### config.mk
export PLATFORM = sky130hd
export DESIGN_NAME = fir_filter_param
export DESIGN_NICKNAME = d
export VERILOG_FILES = /design/src/rtl/fir_filter_param.sv
export SDC_FILE = /design/constraint.sdc
export NUM_CORES = 1
export LEC_CHECK = 0
export ABC_AREA = 0
export CORE_ASPECT_RATIO = 2
export CORE_UTILIZATION = 30
export DETAILED_ROUTE_END_ITERATION = 8
export PLACE_DENSITY = 0.47
export SYNTH_ARGS = -nofsm -noshare
export SYNTH_HDL_FRONTEND = slang
export SYNTH_SLANG_ARGS = --single-unit
### constraint.sdc
create_clock -name clk -period 6.7 [get_ports clk]
set_input_delay 0.67 -clock clk [delete_from_list [all_inputs] [get_ports clk]]
set_output_delay 0.67 -clock clk [all_outputs]
set_load 0.05 [all_outputs]
### src/rtl/fir_filter_param.sv
`default_nettype none
// ============================================================================
//  Module   : fir_filter_param
//  Purpose  : Time-multiplexed FIR filter with one multiply-accumulate per
//             clock. Tap count, data/coefficient widths, output-count period
//             and magnitude output are parameters. The result is rescaled
//             from Q1.(COEF_W-1), optionally rectified, and saturated to
//             DATA_W bits.
//  Ports    : clk             rising-edge clock
//             rst             synchronous active-high reset
//             sample_data     signed input sample (DATA_W)
//             data_ready      sample strobe, accepted only in IDLE
//             fir_coefficient signed coefficient (COEF_W)
//             load_coeff      coefficient write strobe, accepted only in IDLE
//             fir_out         registered filter result (DATA_W)
//             out_valid       one-cycle pulse when fir_out updates
//             modwait         busy, high whenever the FSM is not IDLE
//             count_done      pulses with every SAMPLE_CNT-th out_valid
//             err             sticky error: dropped request or saturation
//  Revision : 1.0 - initial release
// ============================================================================
module fir_filter_param #(
    parameter int NTAPS      = 4,
    parameter int DATA_W     = 16,
    parameter int COEF_W     = 16,
    parameter int SAMPLE_CNT = 1000,
    parameter int MAG_OUT    = 0
) (
    input  logic              clk,
    input  logic              rst,
    input  logic [DATA_W-1:0] sample_data,
    input  logic              data_ready,
    input  logic [COEF_W-1:0] fir_coefficient,
    input  logic              load_coeff,
    output logic [DATA_W-1:0] fir_out,
    output logic              out_valid,
    output logic              modwait,
    output logic              count_done,
    output logic              err
);

    localparam int c_prod_w = DATA_W + COEF_W;
    localparam int c_ext_w  = $clog2(NTAPS);
    localparam int c_acc_w  = c_prod_w + c_ext_w;
    localparam int c_idx_w  = $clog2(NTAPS);
    localparam int c_cnt_w  = $clog2(SAMPLE_CNT + 1);

    // Output range expressed at accumulator width so the comparisons are
    // made on the full-precision shifted result.
    localparam logic signed [c_acc_w-1:0] c_sat_max =
        {{(c_acc_w-DATA_W+1){1'b0}}, {(DATA_W-1){1'b1}}};
    localparam logic signed [c_acc_w-1:0] c_sat_min =
        {{(c_acc_w-DATA_W+1){1'b1}}, {(DATA_W-1){1'b0}}};

    typedef enum logic [1:0] {
        S_IDLE  = 2'd0,
        S_SHIFT = 2'd1,
        S_MAC   = 2'd2,
        S_OUT   = 2'd3
    } state_t;

    state_t                      r_state;
    state_t                      w_next;
    logic signed [DATA_W-1:0]    r_x    [NTAPS];
    logic signed [COEF_W-1:0]    r_coef [NTAPS];
    logic        [c_idx_w-1:0]   r_ptr;
    logic        [c_idx_w-1:0]   r_idx;
    logic signed [c_acc_w-1:0]   r_acc;
    logic signed [DATA_W-1:0]    r_sample;
    logic        [c_cnt_w-1:0]   r_cnt;
    logic        [DATA_W-1:0]    r_fir_out;
    logic                        r_out_valid;
    logic                        r_count_done;
    logic                        r_err;

    logic                        w_accept;
    logic                        w_load;
    logic                        w_busy_req;
    logic                        w_last_tap;
    logic signed [COEF_W-1:0]    w_coef_sel;
    logic signed [DATA_W-1:0]    w_x_sel;
    logic signed [c_prod_w-1:0]  w_coef_ext;
    logic signed [c_prod_w-1:0]  w_x_ext;
    logic signed [c_prod_w-1:0]  w_prod;
    logic signed [c_acc_w-1:0]   w_prod_ext;
    logic signed [c_acc_w-1:0]   w_shifted;
    logic signed [c_acc_w-1:0]   w_mag;
    logic                        w_sat;
    logic        [DATA_W-1:0]    w_y;

    assign w_accept   = (r_state == S_IDLE) && data_ready;
    assign w_load     = (r_state == S_IDLE) && load_coeff;
    assign w_busy_req = (r_state != S_IDLE) && (data_ready || load_coeff);
    assign w_last_tap = (r_idx == c_idx_w'(NTAPS - 1));

    // Operands are sign-extended to the product width so the multiply is a
    // plain same-width operation; the full signed product fits exactly.
    assign w_coef_sel = r_coef[r_idx];
    assign w_x_sel    = r_x[r_idx];
    assign w_coef_ext = {{DATA_W{w_coef_sel[COEF_W-1]}}, w_coef_sel};
    assign w_x_ext    = {{COEF_W{w_x_sel[DATA_W-1]}}, w_x_sel};
    assign w_prod     = w_coef_ext * w_x_ext;
    assign w_prod_ext = {{c_ext_w{w_prod[c_prod_w-1]}}, w_prod};

    // Rescale from Q1.(COEF_W-1) with floor rounding, optional rectify,
    // then clamp to the signed DATA_W range.
    always_comb begin
        w_shifted = r_acc >>> (COEF_W - 1);
        w_mag     = w_shifted;
        if ((MAG_OUT != 0) && w_shifted[c_acc_w-1]) begin
            w_mag = -w_shifted;
        end
        w_sat = 1'b0;
        w_y   = w_mag[DATA_W-1:0];
        if (w_mag > c_sat_max) begin
            w_sat = 1'b1;
            w_y   = c_sat_max[DATA_W-1:0];
        end else if (w_mag < c_sat_min) begin
            w_sat = 1'b1;
            w_y   = c_sat_min[DATA_W-1:0];
        end
    end

    always_comb begin
        w_next = r_state;
        case (r_state)
            S_IDLE:  if (data_ready) w_next = S_SHIFT;
            S_SHIFT: w_next = S_MAC;
            S_MAC:   if (w_last_tap) w_next = S_OUT;
            S_OUT:   w_next = S_IDLE;
            default: w_next = S_IDLE;
        endcase
    end

    always_ff @(posedge clk) begin
        if (rst) begin
            r_state      <= S_IDLE;
            for (int i = 0; i < NTAPS; i++) begin
                r_x[i]    <= '0;
                r_coef[i] <= '0;
            end
            r_ptr        <= '0;
            r_idx        <= '0;
            r_acc        <= '0;
            r_sample     <= '0;
            r_cnt        <= '0;
            r_fir_out    <= '0;
            r_out_valid  <= 1'b0;
            r_count_done <= 1'b0;
            r_err        <= 1'b0;
        end else begin
            r_state      <= w_next;
            r_out_valid  <= 1'b0;
            r_count_done <= 1'b0;

            if (w_load) begin
                r_coef[r_ptr] <= fir_coefficient;
                r_ptr         <= w_ptr_next(r_ptr);
            end

            if (w_accept) begin
                r_sample <= sample_data;
            end

            case (r_state)
                S_SHIFT: begin
                    for (int i = NTAPS - 1; i > 0; i--) begin
                        r_x[i] <= r_x[i-1];
                    end
                    r_x[0] <= r_sample;
                    r_acc  <= '0;
                    r_idx  <= '0;
                end
                S_MAC: begin
                    r_acc <= r_acc + w_prod_ext;
                    r_idx <= w_last_tap ? '0 : r_idx + c_idx_w'(1);
                end
                S_OUT: begin
                    r_fir_out   <= w_y;
                    r_out_valid <= 1'b1;
                    if (r_cnt == c_cnt_w'(SAMPLE_CNT - 1)) begin
                        r_cnt        <= '0;
                        r_count_done <= 1'b1;
                    end else begin
                        r_cnt <= r_cnt + c_cnt_w'(1);
                    end
                end
                default: ;
            endcase

            // Setting wins over clearing; the two cannot coincide anyway
            // because acceptance only happens in IDLE.
            if (w_busy_req || ((r_state == S_OUT) && w_sat)) begin
                r_err <= 1'b1;
            end else if (w_accept) begin
                r_err <= 1'b0;
            end
        end
    end

    function automatic logic [c_idx_w-1:0] w_ptr_next(input logic [c_idx_w-1:0] p);
        return (p == c_idx_w'(NTAPS - 1)) ? '0 : p + c_idx_w'(1);
    endfunction

    assign fir_out    = r_fir_out;
    assign out_valid  = r_out_valid;
    assign modwait    = (r_state != S_IDLE);
    assign count_done = r_count_done;
    assign err        = r_err;

endmodule
`default_nettype wire

==> run summary <==
status: finished with violations
failing checks: setup timing
share of cells above drive strength 1: 0.169
Mapped Nets: 2,459
hold crit path type: register to register
Iter 0 DRT Violations: 520
peak-usage layer in the global routing report: met2
Worst Path Arrival: 7.24 ns
Root Buffer: clkbuf_16
Mapped Area: 20,200 µm²
Die W: 185 µm
Critical Path Source Type: register
Final ANT Viol Nets: 0
synthesis warning total: 0
pin count of the biggest net entering global routing: 65
Syn Area/Cell: 10.0 µm²
GRT met2 Usage: 0.377
hold buffers post-CTS: 0
share of the synthesized area in the top cell type: 0.303
Worst R2R Path Depth: 21
starting density of the core: 0.303
fin. max-slew vios: 0
Synth Register Bits: 215
via count: 14,300
Critical Path, Cell by Cell: bufbuf_16, mux4_2, buf_4, nand2_1, fa_1, inv_1, fa_1, fa_1, fa_1, fa_1, inv_1, fa_1, inv_1, ha_1, and3_1, a22o_1, a41o_1, o2111ai_2, a41oi_2, or3_1, a32o_1
RSZ-0062 raised after global routing: yes
Slew Limit Headroom: 0.256
clock sinks: 215
CP max stage cell: fa_1
via density per instance: 4.60
Worst Path Required: 7.15 ns
dominant cells by area after synthesis: fa_1 30%, edfxtp_1 19%, dfxtp_1 8.6%, ha_1 6.8%, inv_1 6.6%
min setup slack post-route: -0.0908 ns
PortBufs: 55
n_diodes: 0
Final Wtd Congestion: 0.933
P&R area growth vs syn: 21.2%
total grt overflow: 0
area leader, netlist: fa_1
critical path fanouts, max: 10
WHS: 0.453 ns
H-tree depth: 1
Final Setup Violations: 3
worst-case clock buffer depth: 3
Core Footprint: 66,600 µm²
routing usage on met1: 0.174
ys flop type: edfxtp_1
Crit Path Category: register to register
Worst-Skew Late Latency: 0.57 ns
fmax: 0.147 GHz
Min-Delay Startpoint: r_sample[8]
post-synthesis sequential area ratio: 0.277
CTS tree: done
Final #Nets: 2,670
GRT Total Usage: 0.185
met3 GRT Util: 0.0176
most frequent CP cell: fa_1
peak per-stage delay on the critical path: 0.59 ns
DR WL/cell: 19.4 µm
die area: 68,300 µm²
IO Count: 56
drt pass-1 iters: 5
skew final: 0.0202 ns
worst hold endpoint: r_sample[8]
HPWL after detailed placement: 48,800 µm
post-synthesis async set-or-reset flop share: 0
Reg2Reg Setup Slack: -0.09 ns
most frequent cells in the layout: 348 x inv_1, 293 x fa_1, 202 x nand2_1
Final period util: 1.01
final-report hold violation count: 0
vias in the first global route: 16,400
CP Capture Type: register
RR Endpoint: r_acc[32]
global-route wire length before repair: 93,500 µm
Core Rows: 134
CTS buffer count: 22
clk slew on worst S/H paths: 0.07 ns
Post-route DRC: 0
final wirelength: 60,400 µm
Filler cells: 6,851
Cells after Synth: 2,008
Least-Margin Pin Slew: 1.11 ns
initial antenna violation count: 2
hold path cells: 2
most common cell after layout, fill and taps aside: inv_1
Max-Cap Viols: 0
fin crit period: 6.79 ns
Synth cell types: 58
chip height: 369 µm
Post-synth EDFFs: 128
==> layout make-up <==
type | instances | area [µm²] | area share
multi-input combinational | 1352 | 13200 | 0.541
inverter | 357 | 1340 | 0.0549
clock buffer | 28 | 614 | 0.0252
timing repair buffer | 271 | 2400 | 0.0984
tap | 884 | 1110 | 0.0453
sequential | 215 | 5590 | 0.229
clock inverter | 12 | 145 | 0.00594
==> layer usage <==
| layer | vias to the layer above | wire (µm) | part of all wire |
|---|---|---|---|
| met3 | 124 | 1460 | 0.024 |
| met1 | 7308 | 19800 | 0.33 |
| met5 | - | 22 | 0.00036 |
| li1 | 6696 | - | - |
| met4 | 4 | 3510 | 0.058 |
| met2 | 215 | 35700 | 0.59 |
==> critical path: cells and delay by family, from the launching register on <==
family	cells	cell delay (ns)
compound gates	5	1.09
fa+ha+maj	7	3.23
buf+inv	5	0.73
flops	1	0.40
mux	1	0.58
simple gates	3	0.62
==> flip-flops by register name (all words and copies together), names as in the netlist, named ones only <==
name / count
err: 1
r_acc: 34
out_valid: 1
r_idx: 2
r_coef: 64
r_sample: 16
r_x: 64
count_done: 1
r_state: 2
r_ptr: 2
fir_out: 16
r_cnt: 10
==> through the flow <==
stage / util / setup slack (ns) / TNS (ns) / std cells / cell area (µm²)
after floorplan: - / 0.00513 / 0 / 2008 / 20300
after global placement: 0.347 / -0.223 / -1.40 / 3056 / 23100
after detailed placement: 0.347 / -0.262 / -1.95 / 3056 / 23100
after CTS: 0.362 / -0.158 / -0.294 / 3108 / 24100
after global routing: 0.367 / -0.347 / -2.63 / 3119 / 24400
final: 0.367 / -0.0908 / -0.169 / 3119 / 24400
==> worst max-delay path by stage <==
stage | slack (ns) | end | startpoint | cells after the start
3_5_place_dp | -0.26 | r_acc[33] | register | 27
5_1_grt | -0.35 | r_acc[32] | register | 24
3_3_place_gp | -0.22 | r_acc[32] | register | 23
6_report | -0.09 | r_acc[32] | register | 21
4_1_cts | -0.16 | r_acc[32] | register | 24
2_1_floorplan | 0.005 | r_acc[32] | register | 22
==> timing repair <==
item | 4_1_cts | 5_1_grt
cloned | 1 | 3
resized for setup | 33 | 62
pin swaps | 4 | 29
endpoints found under the setup margin | 14 | 16
setup buffers | 11 | 8
==> synthesized netlist by cell type, types with 11 or more instances <==
cell,n
xor2_1,15
inv_1,356
a21oi_1,86
nand2b_1,34
xnor2_1,25
mux4_2,11
mux2_2,20
nand3_1,16
dfxtp_1,87
edfxtp_1,128
nor2b_1,23
ha_1,110
clkbuf_1,63
o21a_1,13
buf_2,16
o21ai_1,34
nand2_1,207
and2_1,157
mux2i_1,26
o211ai_1,15
nor2_1,146
o21ai_0,19
fa_1,305
==> cell families after synthesis <==
family                     synth area share
AOI/OAI and AO/OA                    0.0649
xor gates and xnor gates             0.0174
adders and majority gates             0.371
buffers and inverters                0.0833
DFF                                   0.277
muxes                                0.0364
and+or+nand+nor                       0.150
Power is left out: the tool's default activity adds up to more than one toggle a clock period on the data nets, which glitch-free logic cannot reach.
